===== src/rtl/pe_instr_sequencer.sv =====
// Per-PE instruction sequencer: decodes against MY_ID, issues the command for rpt+1 cycles (1-cycle latency),
// and forwards qualifying instructions through a one-entry slot; stall or a full, undrained slot blocks acceptance.
module pe_instr_sequencer #(
    parameter int MY_ID       = 0,
    parameter int LOGB        = 3,
    parameter int OP_WIDTH    = 3,
    parameter int RPT_WIDTH   = 4,
    parameter int INSTR_WIDTH = 1 + RPT_WIDTH + LOGB + OP_WIDTH
) (
    input  logic                   clk,
    input  logic                   rst_n,
    input  logic [INSTR_WIDTH-1:0] instr_in,
    input  logic                   instr_valid,
    output logic                   instr_ready,
    input  logic                   cmd_stall,
    output logic [OP_WIDTH-1:0]    command,
    output logic                   cmd_valid,
    output logic [INSTR_WIDTH-1:0] instr_out,
    output logic                   instr_out_valid,
    input  logic                   instr_out_ready,
    output logic                   err_illegal
);

    localparam logic [OP_WIDTH-1:0] OP_IDLE    = OP_WIDTH'(0);
    localparam logic [OP_WIDTH-1:0] OP_COMPUTE = OP_WIDTH'(3);
    localparam logic [OP_WIDTH-1:0] OP_FORWARD = OP_WIDTH'(4);
    localparam logic [LOGB-1:0]     BID        = {LOGB{1'b1}};
    localparam logic [LOGB-1:0]     MY_ID_L    = LOGB'(MY_ID);

    typedef enum logic {S_WAIT, S_ISSUE} state_t;

    state_t                 r_state, w_state_nxt;
    logic [OP_WIDTH-1:0]    r_command, w_command_nxt;
    logic                   r_cmd_valid, w_cmd_valid_nxt;
    logic [RPT_WIDTH-1:0]   r_remain, w_remain_nxt;
    logic [INSTR_WIDTH-1:0] r_instr_out;
    logic                   r_instr_out_valid;
    logic                   r_err_illegal;

    logic [OP_WIDTH-1:0]    w_op;
    logic [LOGB-1:0]        w_id;
    logic [RPT_WIDTH-1:0]   w_rpt;
    logic                   w_fwd;
    logic [OP_WIDTH-1:0]    w_resolved;
    logic [OP_WIDTH-1:0]    w_cmd;
    logic                   w_illegal;
    logic                   w_accept;
    logic                   w_fwd_cond;

    assign w_op  = instr_in[OP_WIDTH-1:0];
    assign w_id  = instr_in[OP_WIDTH +: LOGB];
    assign w_rpt = instr_in[OP_WIDTH+LOGB +: RPT_WIDTH];
    assign w_fwd = instr_in[INSTR_WIDTH-1];

    always_comb begin
        w_resolved = OP_IDLE;
        if (w_id == BID || w_id == MY_ID_L) begin
            w_resolved = w_op;
        end else if (MY_ID_L < w_id) begin
            w_resolved = (w_op == OP_COMPUTE) ? OP_COMPUTE : OP_FORWARD;
        end else begin
            w_resolved = (w_op == OP_COMPUTE) ? OP_COMPUTE : OP_IDLE;
        end
    end

    // Only a self- or broadcast-addressed opcode can resolve above FORWARD.
    assign w_illegal  = (w_resolved > OP_FORWARD);
    assign w_cmd      = w_illegal ? OP_IDLE : w_resolved;
    assign w_fwd_cond = w_fwd || (w_id == BID) || (MY_ID_L < w_id) || (w_op == OP_COMPUTE);

    assign instr_ready = rst_n && !cmd_stall && (r_remain == '0)
                         && (!r_instr_out_valid || instr_out_ready);
    assign w_accept    = instr_valid && instr_ready;

    always_comb begin
        w_state_nxt     = r_state;
        w_command_nxt   = r_command;
        w_cmd_valid_nxt = r_cmd_valid;
        w_remain_nxt    = r_remain;
        if (w_accept) begin
            w_state_nxt     = S_ISSUE;
            w_command_nxt   = w_cmd;
            w_cmd_valid_nxt = 1'b1;
            w_remain_nxt    = w_rpt;
        end else if (r_state == S_ISSUE && !cmd_stall) begin
            if (r_remain != '0) begin
                w_remain_nxt = r_remain - RPT_WIDTH'(1);
            end else begin
                w_state_nxt     = S_WAIT;
                w_command_nxt   = OP_IDLE;
                w_cmd_valid_nxt = 1'b0;
            end
        end
    end

    always_ff @(posedge clk) begin
        if (!rst_n) begin
            r_state     <= S_WAIT;
            r_command   <= OP_IDLE;
            r_cmd_valid <= 1'b0;
            r_remain    <= '0;
        end else begin
            r_state     <= w_state_nxt;
            r_command   <= w_command_nxt;
            r_cmd_valid <= w_cmd_valid_nxt;
            r_remain    <= w_remain_nxt;
        end
    end

    // Forward slot ignores cmd_stall so downstream PEs keep moving.
    always_ff @(posedge clk) begin
        if (!rst_n) begin
            r_instr_out       <= '0;
            r_instr_out_valid <= 1'b0;
            r_err_illegal     <= 1'b0;
        end else begin
            if (w_accept && w_fwd_cond) begin
                r_instr_out       <= instr_in;
                r_instr_out_valid <= 1'b1;
            end else if (r_instr_out_valid && instr_out_ready) begin
                r_instr_out_valid <= 1'b0;
            end
            if (w_accept && w_illegal) begin
                r_err_illegal <= 1'b1;
            end
        end
    end

    assign command         = r_command;
    assign cmd_valid       = r_cmd_valid;
    assign instr_out       = r_instr_out;
    assign instr_out_valid = r_instr_out_valid;
    assign err_illegal     = r_err_illegal;

endmodule


===== config.mk =====
export PLATFORM = sky130hd
export DESIGN_NAME = pe_instr_sequencer
export DESIGN_NICKNAME = d
export VERILOG_FILES = /design/src/rtl/pe_instr_sequencer.sv
export SDC_FILE = /design/constraint.sdc
export NUM_CORES = 1
export LEC_CHECK = 0
export ABC_AREA = 1
export CAP_MARGIN = 20
export CORE_MARGIN = 2
export CORE_UTILIZATION = 45
export DETAILED_ROUTE_END_ITERATION = 7
export PLACE_DENSITY = 0.89
export SKIP_LAST_GASP = 1
export SLEW_MARGIN = 20
export SYNTH_ARGS = -nofsm -noshare
export SYNTH_HDL_FRONTEND = slang
export SYNTH_SLANG_ARGS = --single-unit

===== constraint.sdc =====
create_clock -name clk -period 2 [get_ports clk]
set_clock_uncertainty 0.2 [all_clocks]
set_input_delay 0.2 -clock clk [delete_from_list [all_inputs] [get_ports clk]]
set_output_delay 0.2 -clock clk [all_outputs]
set_load 0.01 [all_outputs]

Word level (Yosys, flattened, before mapping)
Index checks and enable logic that the tools add are counted.
{"block": "op_classes", "addsub": 1, "magnitude_cmp": 2, "eq_ne": 3, "mux": 16, "n_reduce_logical": 23}
{"operator": "$mux W3", "n": 7}
{"operator": "$mux W4", "n": 3}
{"operator": "$logic_and A1 B1 Y1", "n": 8}
{"operator": "$reduce_bool A2 Y1", "n": 3}
{"operator": "$logic_or A1 B1 Y1", "n": 5}
{"operator": "$mux W1", "n": 5}
{"operator": "$logic_not A4 Y1", "n": 1}
{"operator": "$reduce_and A2 Y1", "n": 2}
{"operator": "$reduce_bool A4 Y1", "n": 1}
{"operator": "$sub A4 B1 Y4 const B", "n": 1}
{"operator": "$eq A3 B2 Y1 const B", "n": 1}
{"operator": "$eq A3 B3 Y1 const B", "n": 1}
{"operator": "$gt A3 B3 Y1 const B", "n": 1}
{"operator": "$logic_not A3 Y1", "n": 1}
{"operator": "$lt A1 B3 Y1 const A", "n": 1}
{"operator": "$logic_not A1 Y1", "n": 2}
{"operator": "$mux W2", "n": 1}
{"operator": "$ne A2 B2 Y1 const B", "n": 1}
{"block": "word_totals", "ff_bits": 21, "in_bits": 16}

Logic depth before layout (Yosys ltp)
{"block": "logic_depth", "word_depth": 7, "mapped_depth": 11}

Worst setup path before layout
OpenSTA, ideal clock, no wires.
{"block": "synth_timing", "path_type": "flip-flop to flip-flop", "from": "reg r_remain[0]", "to": "reg r_instr_out[7], in the netlist instr_out[7]", "setup_time_ns": 0.133, "arrival_ns": 1.244, "required_time_ns": 1.667, "slack_ns": 0.423, "stages_incl_launch_ff": 11, "synth_period_minus_slack_ns": 1.577, "path_cell_list": "dfxtp_1 -> inv_1 -> ha_1 -> nand2_2 -> nor2_4 -> nand3_2 -> nor2_2 -> inv_2 -> buf_6 -> nand2_1 -> a21oi_2"}
{"block": "synth_between", "elab_chain_len": 5}
{"item": "start: declaration", "line": "35", "rtl": "logic [RPT_WIDTH-1:0] r_remain, w_remain_nxt;"}
{"item": "start signal: assignment", "line": "106", "rtl": "r_remain <= w_remain_nxt;"}
{"item": "$logic_not A4 Y1", "line": "71", "rtl": "assign instr_ready = rst_n && !cmd_stall && (r_remain == '0)"}
{"item": "$logic_and A1 B1 Y1", "line": "71"}
{"item": "$logic_and A1 B1 Y1", "line": "72", "rtl": "&& (!r_instr_out_valid || instr_out_ready);"}
{"item": "$logic_and A1 B1 Y1", "line": "73", "rtl": "assign w_accept = instr_valid && instr_ready;"}
{"item": "$logic_and A1 B1 Y1", "line": "117", "rtl": "if (w_accept && w_fwd_cond) begin"}
{"item": "end signal: assignment", "line": "118", "rtl": "r_instr_out <= instr_in;"}
{"item": "end: declaration", "line": "36", "rtl": "logic [INSTR_WIDTH-1:0] r_instr_out;"}
No other way between the ends.
A chain may end at the register's enable or synchronous reset.

Worst setup path after layout
{"block": "layout_timing", "from": "reg r_remain[0]", "to": "out instr_ready"}
{"block": "layout_between", "elab_chain_len": 3}
{"item": "$logic_not A4 Y1", "line": "71"}
{"item": "$logic_and A1 B1 Y1", "line": "71"}
{"item": "$logic_and A1 B1 Y1", "line": "72"}
{"item": "end: declaration", "line": "14", "rtl": "output logic instr_ready,"}
No other way between the ends.

==> reports/summary.txt <==
# fillers: 201
Final worst-path cycle share: 0.896
Tmin final: 1790 ps
Post-synthesis sequential area ratio: 0.390
Core area: 2230 sq um
Total GRT Usage: 0.198
Vias/cell: 4.92
Antenna Nets Post-Route: 0
Cell taking the most area after synthesis: dfxtp_1
Status: finished clean
CTS hold repair buffers: 0
Max-Cap Viols: 0
Flop2flop setup slack: 270 ps
Grt total ovfl: 0
Setup slack at placement: 95.8 ps
Leading post-synthesis cells by cell area: dfxtp_1, nor2_1, nand2_1
Synth Register Bits: 21
Clk sinks: 21
Worst-margin pin slew: 285 ps
Worst setup margin: 209 ps
Drt drc: 0
Antenna diodes: 0
Clk slew on worst S/H paths: 110 ps
Number of CTS-inserted buffers: 3
Clock Tree Buf Depth: 2
Commonest cells post-synth: nor2_1, nand2_1, dfxtp_1, a21oi_1, inv_1
CTS tree: done
Peak supply drop: 0.482 mV
Synthesized Nets: 164
Dpl hpwl: 1860 microns
Comb pwr share: 0.221
Pleak: 0.603 nW
Largest net degree at the start of global routing: 15
Layout cells sized above 1: 0.192
Rel. slew slack: 0.809
# placed instances: 206
Post-Route WL: 2390 microns
Switching Share: 0.280
Endpoint class of the critical path: output port
Area growth syn-to-layout: 34.5%
Max Slew Vio Count: 0
Warnings, synthesis: 0
Worst-Skew Late Latency: 310 ps
Vias in the first global route: 947
RSZ-0062 raised after global routing: no
Design Power: 842 uW
Port Buffers: 33
Global-route wire length before repair: 4050 microns
Area fraction of the dominant cell type after synthesis: 0.390
Via count: 1033
Worst min-delay path category: reg2reg
Count of cell types in the netlist: 21
CTS H-tree lvls: 1
Final non-filler cell total: 210
Crit path required time: 1600 ps
Final setup violation count: 0
Die width: 52.9 microns
Arrival @ worst endpoint: 1390 ps
Net Sw Power: 236 uW
Asr flop ratio synth: 0
Max Clock Freq: 558 MHz
TritonRoute pass-1 iters: 4
Pint: 606 uW
Die H: 52.9 microns
Clk pwr share: 0.246
WL/cell: 11.4 microns
Pwr Density: 581 nW/um^2
Gate Count Post-Synth: 146
Post-Synthesis Cell Area: 1080 sq um
Flop pwr share: 0.533
Post-synth EDFFs: 0
Initial DRC Count: 12
Antenna violations before repair: 0
Layout net count: 201
Post-Route Utilization: 0.649
Die Area: 2800 sq um
Total negative slack: 0 ps
Mean Syn Cell Area: 7.38 sq um
Most frequently used flop master after synthesis: dfxtp_1
Initial Utilization: 0.482
Critical Path Source Type: flop
FP Rows: 17
Number of top-level pins: 34
Root Driver: clkbuf_4
CP Max Fanout: 3
Most frequent cell after synthesis: nor2_1
Final Hold Viols: 0
Final Wtd Congestion: 0.853
WS Path Type: reg2out
sequential cells by signal, indices dropped and copies added (netlist names):
signal,count
command,3
cmd_valid,1
r_remain,4
instr_out,11
err_illegal,1
instr_out_valid,1
layout by cell type (no fill, tap or decap), drive strengths merged, types with 2 or more instances in the layout:
master,instances
nor2,37
clkdlybuf4s50,32
nand2,31
dfxtp,21
inv,14
a21oi,14
nand3,11
o21ai,7
buf,4
clkbuf,4
ha,2
layout make-up:
class,instances,area [sq um],area share
Multi-Input combinational cell,106,556,0.383
Sequential cell,21,420,0.290
Timing Repair Buffer,37,359,0.248
Inverter,14,52.6,0.0363
Tap cell,28,35.0,0.0242
Clock buffer,4,26.3,0.0181
cells by family (layout without fill, tap and decap cells):
kind of cell	after synthesis	after routing	synth area share
xor gates and xnor gates	1	1	0.00813
and+or+nand+nor	80	80	0.359
DFF	21	21	0.390
buffers and inverters	19	55	0.0941
AOI/OAI and AO/OA	23	23	0.125
adders and majority gates	2	2	0.0232
per-stage QoR:
| stage | hold slack, ps | cell area (sq um) |
|---|---|---|
| 5_1_grt | 290 | 1450 |
| 4_1_cts | 280 | 1450 |
| 3_5_place_dp | 254 | 1420 |
| 6_report | 272 | 1450 |
| 3_3_place_gp | 254 | 1420 |
| 2_1_floorplan | 128 | 1080 |
path summary, 6_finish.rpt:
kind	start	to	cells past startpoint
max	r_remain[0]$_SDFFE_PN0P_	instr_ready	5
max reg2reg	r_remain[0]$_SDFFE_PN0P_	instr_out[6]$_SDFFE_PN0P_	9
min	command[0]$_SDFFE_PN0P_	command[0]$_SDFFE_PN0P_	2
min reg2reg	command[0]$_SDFFE_PN0P_	command[0]$_SDFFE_PN0P_	2
power groups by stage:
stage,clock network [mW],registers (mW),logic [mW]
global placement,0,0.457,0.183
floorplan,0,0.464,0.0971
CTS,0.207,0.448,0.188
finish,0.207,0.448,0.186
global route,0.227,0.451,0.206
detailed placement,0,0.458,0.188
layer usage:
layer	vias to the layer above	GRT usage	share of wire
met2	25	0.354	0.50
met1	467	0.229	0.45
met5	-	0	0
met4	0	0.0769	0.020
li1	534	-	-
met3	7	0.0395	0.037
critical path: stages (launching register included):
cell           delay (ps)
dfxtp_1               340
inv_1                 100
ha_1                  190
nand3_1               100
nor2_1                100
dlygate4sd2_1         270
timing repair:
action	in CTS	in global routing
setup buffers	0	0
resized for setup	1	0
setup endpoints to repair	1	0
Note: power is estimated with default switching activity, not from simulation.
